`src/rtl/shift_sequencer.sv`:
```
// shift_sequencer: multi-cycle shifter for the ALU shift path.
// Takes a WIDTH-bit operand, a SHAMT_W-bit amount and an op (SLL/SRL/SRA/ROTR),
// moves one bit per clock (two with SHIFTSEQ_DUALSTEP_EN), then pulses Done.
// Ports: Clk, Rst (async, active-high), Start, Op[1:0], Shamt, Operand in;
//        Busy (SHIFT or DONE), Done (1-cycle), Result (held until next op) out.
// Build option: `define SHIFTSEQ_DUALSTEP_EN to shift two positions per edge.
module shift_sequencer #(
    parameter int WIDTH   = 32,
    parameter int SHAMT_W = 5
) (
    input  logic               Clk,
    input  logic               Rst,
    input  logic               Start,
    input  logic [1:0]         Op,
    input  logic [SHAMT_W-1:0] Shamt,
    input  logic [WIDTH-1:0]   Operand,
    output logic               Busy,
    output logic               Done,
    output logic [WIDTH-1:0]   Result
);

    typedef enum logic [1:0] {
        IDLE  = 2'd0,
        SHIFT = 2'd1,
        DONE  = 2'd2
    } state_t;

    localparam logic [1:0] OP_SLL  = 2'b00;
    localparam logic [1:0] OP_SRL  = 2'b01;
    localparam logic [1:0] OP_SRA  = 2'b10;
    localparam logic [1:0] OP_ROTR = 2'b11;

    state_t             state_q;
    state_t             state_d;
    logic [WIDTH-1:0]   work_q;
    logic [WIDTH-1:0]   work_nxt;
    logic [WIDTH-1:0]   result_q;
    logic [SHAMT_W-1:0] count_q;
    logic [SHAMT_W-1:0] count_nxt;
    logic [1:0]         op_q;

    function automatic logic [WIDTH-1:0] shift1(
        input logic [WIDTH-1:0] w,
        input logic [1:0]       op
    );
        logic [WIDTH-1:0] r;
        case (op)
            OP_SLL:  r = {w[WIDTH-2:0], 1'b0};
            OP_SRL:  r = {1'b0, w[WIDTH-1:1]};
            OP_SRA:  r = {w[WIDTH-1], w[WIDTH-1:1]};
            OP_ROTR: r = {w[0], w[WIDTH-1:1]};
            default: r = w;
        endcase
        return r;
    endfunction

    // One SHIFT-state step: next work value and remaining count.
    always_comb begin
        work_nxt  = shift1(work_q, op_q);
        count_nxt = count_q - SHAMT_W'(1);
`ifdef SHIFTSEQ_DUALSTEP_EN
        // Two positions while at least two remain; a final odd bit goes alone.
        if (count_q >= SHAMT_W'(2)) begin
            work_nxt  = shift1(shift1(work_q, op_q), op_q);
            count_nxt = count_q - SHAMT_W'(2);
        end
`endif
    end

    // State register
    always_ff @(posedge Clk or posedge Rst) begin
        if (Rst) begin
            state_q <= IDLE;
        end else begin
            state_q <= state_d;
        end
    end

    // Next-state logic
    always_comb begin
        state_d = state_q;
        unique case (state_q)
            IDLE: begin
                if (Start) begin
                    state_d = (Shamt == '0) ? DONE : SHIFT;
                end
            end
            SHIFT: begin
                if (count_nxt == '0) begin
                    state_d = DONE;
                end
            end
            DONE:    state_d = IDLE;
            default: state_d = IDLE;
        endcase
    end

    // Datapath; Result is written only on the edge that enters DONE.
    always_ff @(posedge Clk or posedge Rst) begin
        if (Rst) begin
            work_q   <= '0;
            count_q  <= '0;
            op_q     <= OP_SLL;
            result_q <= '0;
        end else begin
            case (state_q)
                IDLE: begin
                    if (Start) begin
                        work_q  <= Operand;
                        count_q <= Shamt;
                        op_q    <= Op;
                        if (Shamt == '0) begin
                            result_q <= Operand;
                        end
                    end
                end
                SHIFT: begin
                    work_q  <= work_nxt;
                    count_q <= count_nxt;
                    if (count_nxt == '0) begin
                        result_q <= work_nxt;
                    end
                end
                default: begin
                end
            endcase
        end
    end

    // Outputs
    always_comb begin
        Busy = (state_q == SHIFT) || (state_q == DONE);
        Done = (state_q == DONE);
    end

    assign Result = result_q;

endmodule

```
`config.mk`:
```
export PLATFORM = sky130hd
export DESIGN_NAME = shift_sequencer
export DESIGN_NICKNAME = d
export VERILOG_FILES = /design/src/rtl/shift_sequencer.sv
export SDC_FILE = /design/constraint.sdc
export NUM_CORES = 1
export LEC_CHECK = 0
export CAP_MARGIN = 20
export CELL_PAD_IN_SITES_DETAIL_PLACEMENT = 1
export CELL_PAD_IN_SITES_GLOBAL_PLACEMENT = 1
export CORE_MARGIN = 1
export CORE_UTILIZATION = 42
export CTS_CLUSTER_SIZE = 8
export DETAILED_ROUTE_END_ITERATION = 10
export GPL_TIMING_DRIVEN = 1
export PLACE_DENSITY_LB_ADDON = 0.15
export SLEW_MARGIN = 25
export SYNTH_ARGS = -nofsm -noshare
export SYNTH_HDL_FRONTEND = slang
export SYNTH_SLANG_ARGS = --single-unit
```
`constraint.sdc`:
```
create_clock -name Clk -period 5.5 [get_ports Clk]
set_clock_uncertainty 0.1 [all_clocks]
set_input_delay 1.1 -clock Clk [delete_from_list [all_inputs] [get_ports Clk]]
set_output_delay 1.1 -clock Clk [all_outputs]
set_load 0.05 [all_outputs]
```
==> key figures <==
STA
  – Setup TNS: 0 ns
  – Final Setup Violations: 0
  – RSZ-0062 raised after global routing: false
  – Crit share post-route: 56.44%
  – Final critical-path required period: 3.104 ns
  – Max Freq: 0.3221 GHz
  – Final Max Tran Viols: 0
  – Least-Margin Pin Slew: 1.000 ns
  – Final hold vios: 0
  – Max-slew headroom: 33.17%

Global route
  – Tot GR Track Use: 22.81%
  – Initial antenna violation count: 0
  – Largest net degree at the start of global routing: 77
  – First-pass GRT wire length: 15640 µm
  – Vias in the first global route: 3077
  – Grt total ovfl: 0

Final layout
  – Commonest non-fill, non-tap cell in the layout: clkdlybuf4s50_1
  – Share of cells above drive strength 1: 15.72%
  – Synth-to-layout area growth: 28.10%
  – # nets final: 481
  – Most frequent cells in the layout: 75 x clkdlybuf4s50_1, 73 x dfrtp_1, 61 x o21ai_0
  – ANT cells: 0
  – Fillers: 933

Setup path
  – Worst path max stage delay: 0.79 ns
  – Crit path max fanout: 3
  – Crit. Startpoint: state_q[0]
  – Worst Path Required: 4.30 ns
  – Crit-path slowest cell: clkdlybuf4s50_1
  – Crit Path Class: reg2out
  – R2r startpoint: state_q[1]
  – Worst setup EP type: output port
  – Reg2Reg Depth: 6
  – Critical path cell sequence: inv_1 > ha_1 > clkdlybuf4s50_1
  – Crit-path leading delay family: buffers and inverters
  – CP startpoint kind: register
  – R2r setup slk: 2.62 ns
  – Arr. time, crit path: 1.90 ns
  – Reg-to-reg endpoint: work_q[20]
  – Buf/Inv on CP: 2

Floorplan
  – Ports: 76
  – Die span in x: 95.81 µm
  – Die height: 95.81 µm
  – Die area: 9180 µm²
  – Initial Util: 44.10%
  – Core area: 8382 µm²
  – FP Rows: 33

Clocking
  – Setup Buffers After CTS: 0
  – Clock Sinks: 73
  – Post_cts resized: 0
  – Cts hold-fix bufs: 0
  – CTS tree: built
  – Clock buffer depth: 2
  – CTS Buf Count: 9
  – Clk root buf: clkbuf_8
  – H-tree depth: 3
  – Clk Latency, worst-skew pair: 0.35 ns
  – Clock transition at path regs: 0.08 ns

Place
  – Final GP Congestion: 0.7612
  – DP HPWL: 6528 µm
  – Port Buffers: 75

Routing
  – Drt drc: 0
  – WL/cell: 17.77 µm
  – Routed Antenna Nets: 0
  – Pre-antenna DRT Iters: 4
  – DR vias: 2969
  – Initial drt markers: 92
  – Drt total wl: 9665 µm
  – Routed vias/inst: 5.458

Logic synthesis
  – Ys Warns: 0
  – Mean area per synthesized cell: 9.962 µm²
  – Number of library cell types mapped by synthesis: 35
  – Register bit total from synthesis: 73
  – Synth Instances: 371
  – Post-Syn Nets: 418
  – Post-synthesis cell area: 3696 µm²
  – Sequential area share after synthesis: 49.42%

Run
  – Max Cap Violations: 0

Power and ir drop
  – Pwr Total: 3.334 mW
  – PD cells: 704.1 nW/µm²
  – P_leak: 1.933 nW
  – Max rail drop VDD: 301.1 µV

Hold path
  – Worst hold path class: reg2reg
  – Hold depth: 1
  – Hold Startpoint: Result[18]
  – Hold Path End: Result[18]

Status
  – Outcome: completed
[report_power, final]
group	switching, mW	internal [mW]
clock network	0.209	0.313
logic	1.11	0.679
registers	0.218	0.807
[routing by layer]
layer	wire length, µm	vias to the layer above	track usage [%]
met5	0	-	0
met4	140	0	8.333
met3	320	10	3.633
met2	4827	62	38.57
met1	4378	1475	29.52
li1	-	1422	-
[layout make-up]
cell class	instances	area [µm²]	area share (%)
Tap cell	105	131.4	2.775
Timing Repair Buffer	78	793.3	16.75
Multi-Input combinational cell	263	1704	35.99
Clock buffer	11	141.4	2.986
Inverter	9	35.03	0.7400
Clock inverter	5	102.6	2.167
Sequential cell	73	1827	38.58
[logic make-up after synthesis]
kind of cell	synth area share, %
flops	49.42
fa+ha+maj	1.693
xor+xnor	0.4740
mux	15.10
buf+inv	4.570
simple gates	10.93
compound gates	17.81
[synthesized netlist by cell type]
| library cell | number | area share [%] |
|---|---|---|
| inv_1 | 9 | 0.91 |
| nor3b_2 | 1 | 0.34 |
| a31oi_1 | 1 | 0.17 |
| nand3_1 | 20 | 2.7 |
| mux2_4 | 10 | 4.1 |
| o21ai_0 | 61 | 8.3 |
| clkbuf_1 | 14 | 1.4 |
| nor3_2 | 1 | 0.27 |
| xnor2_1 | 1 | 0.24 |
| o21a_2 | 1 | 0.24 |
| o21ai_1 | 9 | 1.2 |
| nand2b_1 | 1 | 0.17 |
| or3_1 | 1 | 0.17 |
| a21oi_1 | 33 | 4.5 |
| a22oi_1 | 1 | 0.20 |
| mux2_2 | 22 | 6.7 |
| a21o_1 | 1 | 0.20 |
| nand2_1 | 40 | 4.1 |
| a21oi_4 | 1 | 0.44 |
| and2_1 | 1 | 0.17 |
| buf_6 | 3 | 0.91 |
| o21ai_2 | 10 | 2.4 |
| ha_1 | 5 | 1.7 |
| or2_1 | 1 | 0.17 |
| nor2_4 | 2 | 0.61 |
| nor3_1 | 2 | 0.27 |
| buf_1 | 3 | 0.30 |
| dfrtp_1 | 73 | 49 |
| nor2b_1 | 1 | 0.17 |
| o2bb2ai_1 | 1 | 0.24 |
| xor2_1 | 1 | 0.24 |
| buf_4 | 3 | 0.61 |
| mux2i_1 | 16 | 4.3 |
| buf_2 | 3 | 0.41 |
| nor2_1 | 18 | 1.8 |
[worst reg2reg max path, delay by kind of cell (launching register included)]
kind | cells | cell delay, ns
simple gates | 2 | 0.96
buf+inv | 2 | 0.69
mux | 1 | 0.43
flops | 1 | 0.39
fa+ha+maj | 1 | 0.19
[worst max-delay path by stage]
stage	endpoint	slack, ns	depth (start not counted)
after detailed placement	Result[8]	2.12	5
after CTS	Busy	2.38	3
after global placement	Result[20]	2.18	6
after global routing	Result[21]	2.33	6
after floorplan	Result[0]	2.45	1
final	Busy	2.40	3
[flip-flops by register name, summed over array words and instances, names as in the netlist]
name,cells
Result,32
state_q,2
count_q,5
op_q,2
work_q,32
[per-stage QoR]
step / hold WS [ns] / cell area [µm²] / worst slack [ns] / util (%) / instances
floorplan: 0.3648 / 3696 / 2.447 / - / 371
global placement: 0.3974 / 4461 / 2.182 / 53.22 / 527
detailed placement: 0.3985 / 4462 / 2.121 / 53.23 / 527
CTS: 0.4232 / 4706 / 2.380 / 56.14 / 543
global route: 0.4340 / 4735 / 2.327 / 56.49 / 544
finish: 0.4145 / 4735 / 2.396 / 56.49 / 544
No activity file was read; power rests on OpenSTA's default activity.
==> edit: new RTL, same flow settings <==
Change the parameter `SHAMT_W` from 5 to 10.
--- a/src/rtl/shift_sequencer.sv
+++ b/src/rtl/shift_sequencer.sv
@@ -6,7 +6,7 @@
 // Build option: `define SHIFTSEQ_DUALSTEP_EN to shift two positions per edge.
 module shift_sequencer #(
     parameter int WIDTH   = 32,
-    parameter int SHAMT_W = 5
+    parameter int SHAMT_W = 10
 ) (
     input  logic               Clk,
     input  logic               Rst,
Ports: changed (resized Shamt); port bits go from 76 to 81. The function was not compared with the original's and may differ.
==> edit against the unedited design <==
Power increased by 12%; final cell count up 9.2%; register-to-register slack worse by 100 ps; final area is 11% higher; sequential cell count grew 5; count of clock-buffer cells in the layout is 2 higher; synthesized area rose by 13%; clock power is 22% lower; wire length grew 4.3%; sequential power is 12% higher; critical path depth grew 4; global-route usage down 1.9 points; worst setup slack worse by 3.7 ps.
==> edit: results <==
export IMPL_outcome="complete, no violations"
export IMPL_synth_area_leaders="dfrtp_1 (47%), mux2_4 (9.0%), mux2_2 (8.4%), mux2i_1 (7.7%), a21oi_1 (4.8%)"
export IMPL_syn_nets=437
export IMPL_totalWireLength_mm=10.1
export IMPL_ys_seq_area_share_pct=46.7
export IMPL_wl_per_cell_um=17.0
export IMPL_place_port_buffers=80
export IMPL_synth_common_cells="dfrtp_1 (78), a21oi_1 (40), nor2_1 (37)"
export IMPL_drive_above_1_share_pct=18.2
export IMPL_irDropWorstVdd_uv=307
export IMPL_max_slew_margin_pct=46.3
export IMPL_total_leakage_power_nw=2.24
export IMPL_placed_cells=577
export IMPL_grt_pass1_wl_mm=16.7
export IMPL_synth_xor_area_share_pct=0
export IMPL_place_hpwl_mm=7.11
export IMPL_worstPathMaxFanout=32
export IMPL_drtIter0Drc=69
export IMPL_grt_usage_pct=20.9
export IMPL_synthMuxAreaShare_pct=25.0
export IMPL_grt_max_degree=53
export IMPL_first_global_vias=3278
export IMPL_vias=3119
export IMPL_dpl_instance_area_mm2=0.00504
export IMPL_fillCellCount=1075
export IMPL_nets=508
export IMPL_place_ws_ps=2010
export IMPL_synth_compound_area_share_pct=11.2
export IMPL_max_stage_delay_ps=540
export IMPL_syn_avg_cell_area_um2=10.8
edit: cell count changes after synthesis, moves of 7 or more:
| cell | unedited run | this run |
|---|---|---|
| o21ai_0 | 61 | 24 |
| nor2_1 | 18 | 37 |
| nand2_1 | 40 | 23 |
| mux2i_1 | 16 | 32 |
| mux2_4 | 10 | 25 |
| o21ai_2 | 10 | 0 |
| mux2_2 | 22 | 31 |
| nand3_1 | 20 | 12 |
| o21ai_1 | 9 | 1 |
| a21oi_1 | 33 | 40 |
edit: kinds of logic (layout without fill, tap and decap cells):
kind of cell / Yosys count / in the layout
and+or+nand+nor: 94 / 94
muxes: 88 / 88
AOI/OAI and AO/OA: 81 / 81
DFF: 78 / 78
buffers and inverters: 39 / 115
adders and majority gates: 5 / 5
edit: worst reg2reg max path: stages, from the launching register on:
cell      delay [ps]
dfrtp_1          410
inv_1             90
ha_2             640
nor2b_1          250
nand4b_1         300
o211ai_4         120
buf_4            540
mux2_2           420
edit: final timing paths:
| check | start | endpoint | slack, ps | cells after the start |
|---|---|---|---|---|
| max | Start | Result[25] | 2390 | 7 |
| min | work_q[29] | work_q[29] | 410 | 2 |
| max in group asynchronous | Rst | work_q[27] | 3240 | 3 |
| min reg2reg | work_q[29] | work_q[29] | 410 | 2 |
| min in group asynchronous | Rst | Result[8] | 1100 | 2 |
| max reg2reg | state_q[1] | Result[25] | 2520 | 7 |
edit: layout make-up:
cell class	instances	area share (%)
clock buffer	13	3.21
clock inverter	3	0.333
inverter	14	1.02
multi-input combinational	268	38.8
sequential	78	37.1
tap	133	3.17
timing repair buffer	85	16.3
edit: report_power, final:
part / switching [mW] / leakage (nW) / internal (mW) / total (mW)
sequential: 0.259 / 0.900 / 0.878 / 1.14
clock: 0.208 / 0.0954 / 0.200 / 0.408
combinational: 1.24 / 1.25 / 0.948 / 2.19
total: 1.70 / 2.24 / 2.03 / 3.73
edit: metal layers:
layer,GRT usage (%),wire length (um),vias up
met2,34.4,4930,50
met5,0,0,-
li1,-,-,1504
met4,6.35,116,0
met1,28.7,4750,1556
met3,2.97,292,9
edit: metrics by stage:
step	utilization, %	power, mW
2_1_floorplan	-	2.75
3_3_place_gp	52.1	3.26
3_5_place_dp	52.1	3.34
4_1_cts	54.0	3.76
5_1_grt	54.3	3.99
6_report	54.3	3.73
